==> src/rtl/id_ex_register_if.sv <==
// ID/EX boundary bundle: decoded controls, operands and register fields from ID,
// their registered copies toward EX, plus hazard and bubble-count observability.
//   master : ID-side driver (controls/operands/fields, stall, flush, valid)
//   slave  : the ID/EX register itself
interface id_ex_register_if #(
  parameter int unsigned DATA_WIDTH     = 16,
  parameter int unsigned REG_ADDR_WIDTH = 3,
  parameter int unsigned CNT_WIDTH      = 8
);
  logic                      i_Stall;
  logic                      i_Flush;
  logic                      i_ID_Valid;
  logic                      i_Sig_RegDst;
  logic                      i_Sig_ALUSrc;
  logic                      i_Sig_MemtoReg;
  logic                      i_Sig_RegWrite;
  logic                      i_Sig_MemRead;
  logic                      i_Sig_MemWrite;
  logic                      i_Sig_Branch;
  logic [1:0]                i_Sigs_ALUOp;
  logic [DATA_WIDTH-1:0]     i_Read_Data1;
  logic [DATA_WIDTH-1:0]     i_Read_Data2;
  logic [DATA_WIDTH-1:0]     i_Imm_Ext;
  logic [DATA_WIDTH-1:0]     i_PC_Next;
  logic [REG_ADDR_WIDTH-1:0] i_Rs;
  logic [REG_ADDR_WIDTH-1:0] i_Rt;
  logic [REG_ADDR_WIDTH-1:0] i_Rd;

  logic                      o_Sig_RegDst;
  logic                      o_Sig_ALUSrc;
  logic                      o_Sig_MemtoReg;
  logic                      o_Sig_RegWrite;
  logic                      o_Sig_MemRead;
  logic                      o_Sig_MemWrite;
  logic                      o_Sig_Branch;
  logic [1:0]                o_Sigs_ALUOp;
  logic [DATA_WIDTH-1:0]     o_Read_Data1;
  logic [DATA_WIDTH-1:0]     o_Read_Data2;
  logic [DATA_WIDTH-1:0]     o_Imm_Ext;
  logic [DATA_WIDTH-1:0]     o_PC_Next;
  logic [REG_ADDR_WIDTH-1:0] o_Rs;
  logic [REG_ADDR_WIDTH-1:0] o_Rt;
  logic [REG_ADDR_WIDTH-1:0] o_Rd;
  logic                      o_Valid;
  logic                      o_Hazard_Stall;
  logic [CNT_WIDTH-1:0]      o_Bubble_Count;

  modport master (
    output i_Stall, i_Flush, i_ID_Valid,
           i_Sig_RegDst, i_Sig_ALUSrc, i_Sig_MemtoReg, i_Sig_RegWrite,
           i_Sig_MemRead, i_Sig_MemWrite, i_Sig_Branch, i_Sigs_ALUOp,
           i_Read_Data1, i_Read_Data2, i_Imm_Ext, i_PC_Next, i_Rs, i_Rt, i_Rd,
    input  o_Sig_RegDst, o_Sig_ALUSrc, o_Sig_MemtoReg, o_Sig_RegWrite,
           o_Sig_MemRead, o_Sig_MemWrite, o_Sig_Branch, o_Sigs_ALUOp,
           o_Read_Data1, o_Read_Data2, o_Imm_Ext, o_PC_Next, o_Rs, o_Rt, o_Rd,
           o_Valid, o_Hazard_Stall, o_Bubble_Count
  );

  modport slave (
    input  i_Stall, i_Flush, i_ID_Valid,
           i_Sig_RegDst, i_Sig_ALUSrc, i_Sig_MemtoReg, i_Sig_RegWrite,
           i_Sig_MemRead, i_Sig_MemWrite, i_Sig_Branch, i_Sigs_ALUOp,
           i_Read_Data1, i_Read_Data2, i_Imm_Ext, i_PC_Next, i_Rs, i_Rt, i_Rd,
    output o_Sig_RegDst, o_Sig_ALUSrc, o_Sig_MemtoReg, o_Sig_RegWrite,
           o_Sig_MemRead, o_Sig_MemWrite, o_Sig_Branch, o_Sigs_ALUOp,
           o_Read_Data1, o_Read_Data2, o_Imm_Ext, o_PC_Next, o_Rs, o_Rt, o_Rd,
           o_Valid, o_Hazard_Stall, o_Bubble_Count
  );
endinterface

==> src/rtl/id_ex_register.sv <==
// ID/EX pipeline register with load-use hazard detection, bubble insertion,
// stall/flush handling and a saturating bubble counter.
//   i_Clk     : rising-edge clock
//   i_Reset_n : asynchronous active-low reset, clears all contents to a bubble
//   bus       : slave side of id_ex_register_if (ID inputs, EX outputs,
//               combinational o_Hazard_Stall, o_Bubble_Count)
module id_ex_register #(
  parameter int unsigned DATA_WIDTH     = 16,
  parameter int unsigned REG_ADDR_WIDTH = 3,
  parameter int unsigned CNT_WIDTH      = 8
) (
  input  logic                   i_Clk,
  input  logic                   i_Reset_n,
  id_ex_register_if.slave        bus
);

  typedef struct packed {
    logic                      valid;
    logic                      reg_dst;
    logic                      alu_src;
    logic                      memto_reg;
    logic                      reg_write;
    logic                      mem_read;
    logic                      mem_write;
    logic                      branch;
    logic [1:0]                alu_op;
    logic [DATA_WIDTH-1:0]     rd1;
    logic [DATA_WIDTH-1:0]     rd2;
    logic [DATA_WIDTH-1:0]     imm;
    logic [DATA_WIDTH-1:0]     pc;
    logic [REG_ADDR_WIDTH-1:0] rs;
    logic [REG_ADDR_WIDTH-1:0] rt;
    logic [REG_ADDR_WIDTH-1:0] rd;
  } stage_t;

  stage_t               r_stage;
  stage_t               w_stage_next;
  logic [CNT_WIDTH-1:0] r_cnt;
  logic [CNT_WIDTH-1:0] w_cnt_next;
  logic                 w_hazard;
  logic                 w_bubble;

  // Load in EX whose destination (rt) is a source of the real ID instruction
  assign w_hazard = r_stage.valid & r_stage.mem_read & bus.i_ID_Valid &
                    (r_stage.rt != '0) &
                    ((r_stage.rt == bus.i_Rs) | (r_stage.rt == bus.i_Rt));

  // A flush squashes the ID instruction, so its hazard is irrelevant
  assign bus.o_Hazard_Stall = w_hazard & ~bus.i_Flush;

  // Next contents: flush > stall(hold) > hazard bubble > ID capture
  always_comb begin
    w_stage_next = r_stage;
    w_bubble     = 1'b0;
    if (bus.i_Flush) begin
      w_stage_next = '0;
      w_bubble     = 1'b1;
    end else if (bus.i_Stall) begin
      w_stage_next = r_stage;
    end else if (w_hazard) begin
      w_stage_next = '0;
      w_bubble     = 1'b1;
    end else begin
      // Invalid ID slots carry data/fields but never controls
      w_stage_next.valid     = bus.i_ID_Valid;
      w_stage_next.reg_dst   = bus.i_Sig_RegDst   & bus.i_ID_Valid;
      w_stage_next.alu_src   = bus.i_Sig_ALUSrc   & bus.i_ID_Valid;
      w_stage_next.memto_reg = bus.i_Sig_MemtoReg & bus.i_ID_Valid;
      w_stage_next.reg_write = bus.i_Sig_RegWrite & bus.i_ID_Valid;
      w_stage_next.mem_read  = bus.i_Sig_MemRead  & bus.i_ID_Valid;
      w_stage_next.mem_write = bus.i_Sig_MemWrite & bus.i_ID_Valid;
      w_stage_next.branch    = bus.i_Sig_Branch   & bus.i_ID_Valid;
      w_stage_next.alu_op    = bus.i_ID_Valid ? bus.i_Sigs_ALUOp : 2'b00;
      w_stage_next.rd1       = bus.i_Read_Data1;
      w_stage_next.rd2       = bus.i_Read_Data2;
      w_stage_next.imm       = bus.i_Imm_Ext;
      w_stage_next.pc        = bus.i_PC_Next;
      w_stage_next.rs        = bus.i_Rs;
      w_stage_next.rt        = bus.i_Rt;
      w_stage_next.rd        = bus.i_Rd;
    end
  end

  // Saturating bubble counter
  always_comb begin
    w_cnt_next = r_cnt;
    if (w_bubble && (r_cnt != '1)) begin
      w_cnt_next = r_cnt + CNT_WIDTH'(1);
    end
  end

  always_ff @(posedge i_Clk or negedge i_Reset_n) begin
    if (!i_Reset_n) begin
      r_stage <= '0;
      r_cnt   <= '0;
    end else begin
      r_stage <= w_stage_next;
      r_cnt   <= w_cnt_next;
    end
  end

  assign bus.o_Valid        = r_stage.valid;
  assign bus.o_Sig_RegDst   = r_stage.reg_dst;
  assign bus.o_Sig_ALUSrc   = r_stage.alu_src;
  assign bus.o_Sig_MemtoReg = r_stage.memto_reg;
  assign bus.o_Sig_RegWrite = r_stage.reg_write;
  assign bus.o_Sig_MemRead  = r_stage.mem_read;
  assign bus.o_Sig_MemWrite = r_stage.mem_write;
  assign bus.o_Sig_Branch   = r_stage.branch;
  assign bus.o_Sigs_ALUOp   = r_stage.alu_op;
  assign bus.o_Read_Data1   = r_stage.rd1;
  assign bus.o_Read_Data2   = r_stage.rd2;
  assign bus.o_Imm_Ext      = r_stage.imm;
  assign bus.o_PC_Next      = r_stage.pc;
  assign bus.o_Rs           = r_stage.rs;
  assign bus.o_Rt           = r_stage.rt;
  assign bus.o_Rd           = r_stage.rd;
  assign bus.o_Bubble_Count = r_cnt;

endmodule

==> src/flat_wrapper.sv <==
// flat-port wrapper written by rule: the top's interface ports become plain ports
module id_ex_register_flat 
#(
  parameter int unsigned DATA_WIDTH     = 16,
  parameter int unsigned REG_ADDR_WIDTH = 3,
  parameter int unsigned CNT_WIDTH      = 8
)
  (i_Clk, i_Reset_n, bus_i_Stall, bus_i_Flush, bus_i_ID_Valid, bus_i_Sig_RegDst, bus_i_Sig_ALUSrc, bus_i_Sig_MemtoReg, bus_i_Sig_RegWrite, bus_i_Sig_MemRead, bus_i_Sig_MemWrite, bus_i_Sig_Branch, bus_i_Sigs_ALUOp, bus_i_Read_Data1, bus_i_Read_Data2, bus_i_Imm_Ext, bus_i_PC_Next, bus_i_Rs, bus_i_Rt, bus_i_Rd, bus_o_Sig_RegDst, bus_o_Sig_ALUSrc, bus_o_Sig_MemtoReg, bus_o_Sig_RegWrite, bus_o_Sig_MemRead, bus_o_Sig_MemWrite, bus_o_Sig_Branch, bus_o_Sigs_ALUOp, bus_o_Read_Data1, bus_o_Read_Data2, bus_o_Imm_Ext, bus_o_PC_Next, bus_o_Rs, bus_o_Rt, bus_o_Rd, bus_o_Valid, bus_o_Hazard_Stall, bus_o_Bubble_Count);
  id_ex_register_if #(.DATA_WIDTH(DATA_WIDTH), .REG_ADDR_WIDTH(REG_ADDR_WIDTH), .CNT_WIDTH(CNT_WIDTH)) bus_i ();
  input  logic i_Clk;
  input  logic i_Reset_n;
  input wire logic [$bits(bus_i.i_Stall)-1:0] bus_i_Stall;
  input wire logic [$bits(bus_i.i_Flush)-1:0] bus_i_Flush;
  input wire logic [$bits(bus_i.i_ID_Valid)-1:0] bus_i_ID_Valid;
  input wire logic [$bits(bus_i.i_Sig_RegDst)-1:0] bus_i_Sig_RegDst;
  input wire logic [$bits(bus_i.i_Sig_ALUSrc)-1:0] bus_i_Sig_ALUSrc;
  input wire logic [$bits(bus_i.i_Sig_MemtoReg)-1:0] bus_i_Sig_MemtoReg;
  input wire logic [$bits(bus_i.i_Sig_RegWrite)-1:0] bus_i_Sig_RegWrite;
  input wire logic [$bits(bus_i.i_Sig_MemRead)-1:0] bus_i_Sig_MemRead;
  input wire logic [$bits(bus_i.i_Sig_MemWrite)-1:0] bus_i_Sig_MemWrite;
  input wire logic [$bits(bus_i.i_Sig_Branch)-1:0] bus_i_Sig_Branch;
  input wire logic [$bits(bus_i.i_Sigs_ALUOp)-1:0] bus_i_Sigs_ALUOp;
  input wire logic [$bits(bus_i.i_Read_Data1)-1:0] bus_i_Read_Data1;
  input wire logic [$bits(bus_i.i_Read_Data2)-1:0] bus_i_Read_Data2;
  input wire logic [$bits(bus_i.i_Imm_Ext)-1:0] bus_i_Imm_Ext;
  input wire logic [$bits(bus_i.i_PC_Next)-1:0] bus_i_PC_Next;
  input wire logic [$bits(bus_i.i_Rs)-1:0] bus_i_Rs;
  input wire logic [$bits(bus_i.i_Rt)-1:0] bus_i_Rt;
  input wire logic [$bits(bus_i.i_Rd)-1:0] bus_i_Rd;
  output wire logic [$bits(bus_i.o_Sig_RegDst)-1:0] bus_o_Sig_RegDst;
  output wire logic [$bits(bus_i.o_Sig_ALUSrc)-1:0] bus_o_Sig_ALUSrc;
  output wire logic [$bits(bus_i.o_Sig_MemtoReg)-1:0] bus_o_Sig_MemtoReg;
  output wire logic [$bits(bus_i.o_Sig_RegWrite)-1:0] bus_o_Sig_RegWrite;
  output wire logic [$bits(bus_i.o_Sig_MemRead)-1:0] bus_o_Sig_MemRead;
  output wire logic [$bits(bus_i.o_Sig_MemWrite)-1:0] bus_o_Sig_MemWrite;
  output wire logic [$bits(bus_i.o_Sig_Branch)-1:0] bus_o_Sig_Branch;
  output wire logic [$bits(bus_i.o_Sigs_ALUOp)-1:0] bus_o_Sigs_ALUOp;
  output wire logic [$bits(bus_i.o_Read_Data1)-1:0] bus_o_Read_Data1;
  output wire logic [$bits(bus_i.o_Read_Data2)-1:0] bus_o_Read_Data2;
  output wire logic [$bits(bus_i.o_Imm_Ext)-1:0] bus_o_Imm_Ext;
  output wire logic [$bits(bus_i.o_PC_Next)-1:0] bus_o_PC_Next;
  output wire logic [$bits(bus_i.o_Rs)-1:0] bus_o_Rs;
  output wire logic [$bits(bus_i.o_Rt)-1:0] bus_o_Rt;
  output wire logic [$bits(bus_i.o_Rd)-1:0] bus_o_Rd;
  output wire logic [$bits(bus_i.o_Valid)-1:0] bus_o_Valid;
  output wire logic [$bits(bus_i.o_Hazard_Stall)-1:0] bus_o_Hazard_Stall;
  output wire logic [$bits(bus_i.o_Bubble_Count)-1:0] bus_o_Bubble_Count;
  assign bus_i.i_Stall = bus_i_Stall;
  assign bus_i.i_Flush = bus_i_Flush;
  assign bus_i.i_ID_Valid = bus_i_ID_Valid;
  assign bus_i.i_Sig_RegDst = bus_i_Sig_RegDst;
  assign bus_i.i_Sig_ALUSrc = bus_i_Sig_ALUSrc;
  assign bus_i.i_Sig_MemtoReg = bus_i_Sig_MemtoReg;
  assign bus_i.i_Sig_RegWrite = bus_i_Sig_RegWrite;
  assign bus_i.i_Sig_MemRead = bus_i_Sig_MemRead;
  assign bus_i.i_Sig_MemWrite = bus_i_Sig_MemWrite;
  assign bus_i.i_Sig_Branch = bus_i_Sig_Branch;
  assign bus_i.i_Sigs_ALUOp = bus_i_Sigs_ALUOp;
  assign bus_i.i_Read_Data1 = bus_i_Read_Data1;
  assign bus_i.i_Read_Data2 = bus_i_Read_Data2;
  assign bus_i.i_Imm_Ext = bus_i_Imm_Ext;
  assign bus_i.i_PC_Next = bus_i_PC_Next;
  assign bus_i.i_Rs = bus_i_Rs;
  assign bus_i.i_Rt = bus_i_Rt;
  assign bus_i.i_Rd = bus_i_Rd;
  assign bus_o_Sig_RegDst = bus_i.o_Sig_RegDst;
  assign bus_o_Sig_ALUSrc = bus_i.o_Sig_ALUSrc;
  assign bus_o_Sig_MemtoReg = bus_i.o_Sig_MemtoReg;
  assign bus_o_Sig_RegWrite = bus_i.o_Sig_RegWrite;
  assign bus_o_Sig_MemRead = bus_i.o_Sig_MemRead;
  assign bus_o_Sig_MemWrite = bus_i.o_Sig_MemWrite;
  assign bus_o_Sig_Branch = bus_i.o_Sig_Branch;
  assign bus_o_Sigs_ALUOp = bus_i.o_Sigs_ALUOp;
  assign bus_o_Read_Data1 = bus_i.o_Read_Data1;
  assign bus_o_Read_Data2 = bus_i.o_Read_Data2;
  assign bus_o_Imm_Ext = bus_i.o_Imm_Ext;
  assign bus_o_PC_Next = bus_i.o_PC_Next;
  assign bus_o_Rs = bus_i.o_Rs;
  assign bus_o_Rt = bus_i.o_Rt;
  assign bus_o_Rd = bus_i.o_Rd;
  assign bus_o_Valid = bus_i.o_Valid;
  assign bus_o_Hazard_Stall = bus_i.o_Hazard_Stall;
  assign bus_o_Bubble_Count = bus_i.o_Bubble_Count;
  id_ex_register #(.DATA_WIDTH(DATA_WIDTH), .REG_ADDR_WIDTH(REG_ADDR_WIDTH), .CNT_WIDTH(CNT_WIDTH)) u_core (.i_Clk(i_Clk), .i_Reset_n(i_Reset_n), .bus(bus_i));
endmodule
==> config.mk <==
export PLATFORM = sky130hd
export DESIGN_NAME = id_ex_register_flat
export DESIGN_NICKNAME = d
export VERILOG_FILES = /design/src/rtl/id_ex_register_if.sv /design/src/rtl/id_ex_register.sv /design/src/flat_wrapper.sv
export SDC_FILE = /design/constraint.sdc
export NUM_CORES = 1
export LEC_CHECK = 0
export ABC_AREA = 1
export CELL_PAD_IN_SITES_DETAIL_PLACEMENT = 2
export CELL_PAD_IN_SITES_GLOBAL_PLACEMENT = 2
export CORE_MARGIN = 8
export CORE_UTILIZATION = 24
export DETAILED_ROUTE_END_ITERATION = 8
export PLACE_DENSITY_LB_ADDON = 0.1
export SLEW_MARGIN = 5
export SYNTH_ARGS = -nofsm -noshare
export SYNTH_HDL_FRONTEND = slang
export SYNTH_SLANG_ARGS = --single-unit
==> constraint.sdc <==
create_clock -name i_Clk -period 1.7 [get_ports i_Clk]
set_clock_uncertainty 0.05 [all_clocks]
set_input_delay 0.255 -clock i_Clk [delete_from_list [all_inputs] [get_ports i_Clk]]
set_output_delay 0.255 -clock i_Clk [all_outputs]
set_load 0.02 [all_outputs]
==> flow_summary.toml <==
[cts]
cts.clk_slew.worst_paths_ns = 0.07
htreeDepth = 3
tritoncts = "done"
ctsLongestPathBuffers = 2
insertion_delay_ns = 0.34
cts_buffers = 9
root_buffer = "clkbuf_16"
clkSinkCount = 91

[min_path]
min_from = "bus_i_Stall"
hp-class = "in -> reg"
min_to = "u_core.bus.o_Imm_Ext[7]$_DFFE_PN0P_"
min_path_cells = 3

[outcome]
violations = "setup timing"
outcome = "complete, but fails checks"

[place]
gp_congestion = 0.721
placed_area_um2 = 6370
portBuffers = 178
hpwl_um = 11700

[yosys]
ys_ff_latch = 91
synth_xor_area_share_pct = 1.27
synth_top_family_by_area = "simple AND/OR/NAND/NOR gates"
ys_warn_count = 0
ys_seq_area_share_pct = 54.8
synth_compound_area_share_pct = 3.67
synth_area_um2 = 4150
synth.distinct_cells = 25
synth.avg_cell_area_um2 = 9.27
synthCells = 448
synthAdderAreaFrac_pct = 0.301
synth.area.mux_share_pct = 0
synth_fp_nets = 536
synth_simple_gate_area_share_pct = 32.9

[sta]
timing.fmax_mhz = 558
period_minus_slack_ns = 1.79
worstMarginPinSlew_ns = 0.545
fin_tns_setup_ns = -0.597
worst_slack_ns = -0.0926
hold_violations = 0
fin_crit_sh_pct = 105
max-slew-margin-rel_pct = 63.6
finalMaxSlewViolations = 0
rsz0062_at_grt = "yes"
setup_viol = 37

[setup_path]
worstSetupPathType = "reg -> out"
setup.worst_path.end_class = "output pin"
critical_path.max_fanout = 4
critPathSlowestCell = "dfrtp_1"
max_stage_delay_ns = 0.39
crit_required_ns = 1.39
r2r-end = "u_core.bus.o_Read_Data1[6]$_DFFE_PN0P_"
crit_family = "flip-flops"
crit_chain = "inv_2 -> buf_12 -> a31oi_4 -> nand2_8 -> nor2_4 -> buf_6"
start_kind = "register"
crit_buf_inv = 3
arrival_ns = 1.49
rr_worst_depth = 10
regToRegSetupSlack_ns = -0.03
r2r_start = "u_core.bus.o_Rt[0]$_DFFE_PN0P_"

[floorplan]
initial_core_util_pct = 24.3
design.die.area_um2 = 21800
num_rows = 48
die_w_um = 148
ios = 179
die_y_um = 148
core-area_um2 = 17100

[global_route]
grt_start_max_net_pins = 92
grt_pass1_wl_um = 26200
first_global_vias = 4534
grt-ovfl-total = 0
globalRouteTotalUtil_pct = 15.2
antenna_found_initial = 0

[drt]
drtIter0Drc = 126
detail-route-antenna-nets = 0
wire_per_inst_um = 18.7
vias_per_cell = 4.60
vias = 4031
first_pass_iters = 4
drcViolationCount = 0
wl_um = 16400

[finish]
n_fill_cell = 1890
n_antenna_cell = 0
final_cell_mix = "nand3_1, clkdlybuf4s50_1, nand2_1"
regArea_um2 = 2280
final_area_um2 = 6760
drive_gt1_share_pct = 13.8
synthToLayoutAreaGrowth_pct = 62.7
multi_input_area_um2 = 1590
nNetsFinal = 735
layout_commonest_cell = "nand3_1"

[flow_run]
cap_violations = 0

[power]
power_density_nw_per_um2 = 846
peakVddDrop_mv = 0.508
power.leakage_uw = 0.00335
-- worst reg2reg max path: cells and delay by family, from the launching register on --
family / cells / cell delay, ns
buffers and inverters: 3 / 0.67
DFF: 1 / 0.42
and+or+nand+nor: 7 / 0.52
-- layer usage --
layer	global-route usage, %	wire length, µm
met3	5.38	1260
met4	3.82	136
met5	0	0
met1	18.7	7160
met2	24.8	7860
-- kinds of logic (layout without fill, tap and decap cells) --
group	after synthesis	count (layout)
simple gates	280	280
flops	91	91
buf+inv	54	258
compound gates	16	16
xor+xnor	6	6
fa+ha+maj	1	1
-- how the worst max path moves through the flow --
stage,start,end,depth (start not counted)
after floorplan,u_core.bus.o_Rt[2]$_DFFE_PN0P_,bus_o_Hazard_Stall,8
after global placement,bus_i_Rs[2],u_core.bus.o_Read_Data2[2]$_DFFE_PN0P_,11
after detailed placement,bus_i_Rs[2],u_core.bus.o_Read_Data1[14]$_DFFE_PN0P_,11
after CTS,u_core.bus.o_Rt[0]$_DFFE_PN0P_,bus_o_Hazard_Stall,8
after global routing,u_core.bus.o_Rt[2]$_DFFE_PN0P_,bus_o_Hazard_Stall,8
final,u_core.bus.o_Rt[2]$_DFFE_PN0P_,bus_o_Hazard_Stall,6
-- Yosys cell counts (all sizes together) --
master	instances	area, µm²
nand3	163	856
nand2	109	464
dfrtp	91	2280
inv	23	86.3
clkbuf	21	129
o21ai	13	106
buf	10	77.6
nor2	6	30.0
xnor2	3	26.3
xor2	3	26.3
o22ai	2	25.0
a31oi	1	21.3
and3	1	6.26
ha	1	12.5
nor3	1	10.0
-- metrics by stage --
step	utilization, %	setup slack [ns]	cells	hold WS, ns	total power [µW]
after floorplan	-	0.0375	448	-0.0906	3020
after global placement	37.2	-0.517	853	0.307	3800
after detailed placement	37.2	-0.552	853	0.310	3840
after CTS	39.2	-0.132	875	0.252	5840
after global routing	39.5	-0.171	877	0.271	6030
final	39.5	-0.0926	877	0.268	5720
-- layout make-up --
class,instances,area share (%)
clock buffers,12,3.80
multi-input cells,303,23.6
clock inverters,4,0.370
repair buffers,219,33.1
well taps,225,4.17
flip-flops and latches,91,33.7
inverters,23,1.28
-- flip-flops by register name, summed over array words and instances, names as in the netlist, 2 cells and up --
register and flops:
u_core.bus.o_PC_Next 16, u_core.bus.o_Bubble_Count 8, u_core.bus.o_Imm_Ext 16, u_core.bus.o_Sigs_ALUOp 2
u_core.bus.o_Rd 3, u_core.bus.o_Read_Data2 16, u_core.bus.o_Rt 3, u_core.bus.o_Rs 3
u_core.bus.o_Read_Data1 16
-- where the power goes --
| part | switching [µW] | internal (µW) | leakage, µW | total (µW) |
|---|---|---|---|---|
| clock network | 898 | 1070 | 0.000135 | 1970 |
| registers | 130 | 2320 | 0.00121 | 2450 |
| logic | 669 | 630 | 0.00201 | 1300 |
-- repair_timing --
action,CTS,global route
endpoints found under the hold margin,91,0
gates resized for setup,20,10
gates cloned,0,0
setup endpoints to repair,67,69
hold buffers,1,0
pin swaps,1,3
setup buffers,5,2
Power figures use the tool's default switching activity.
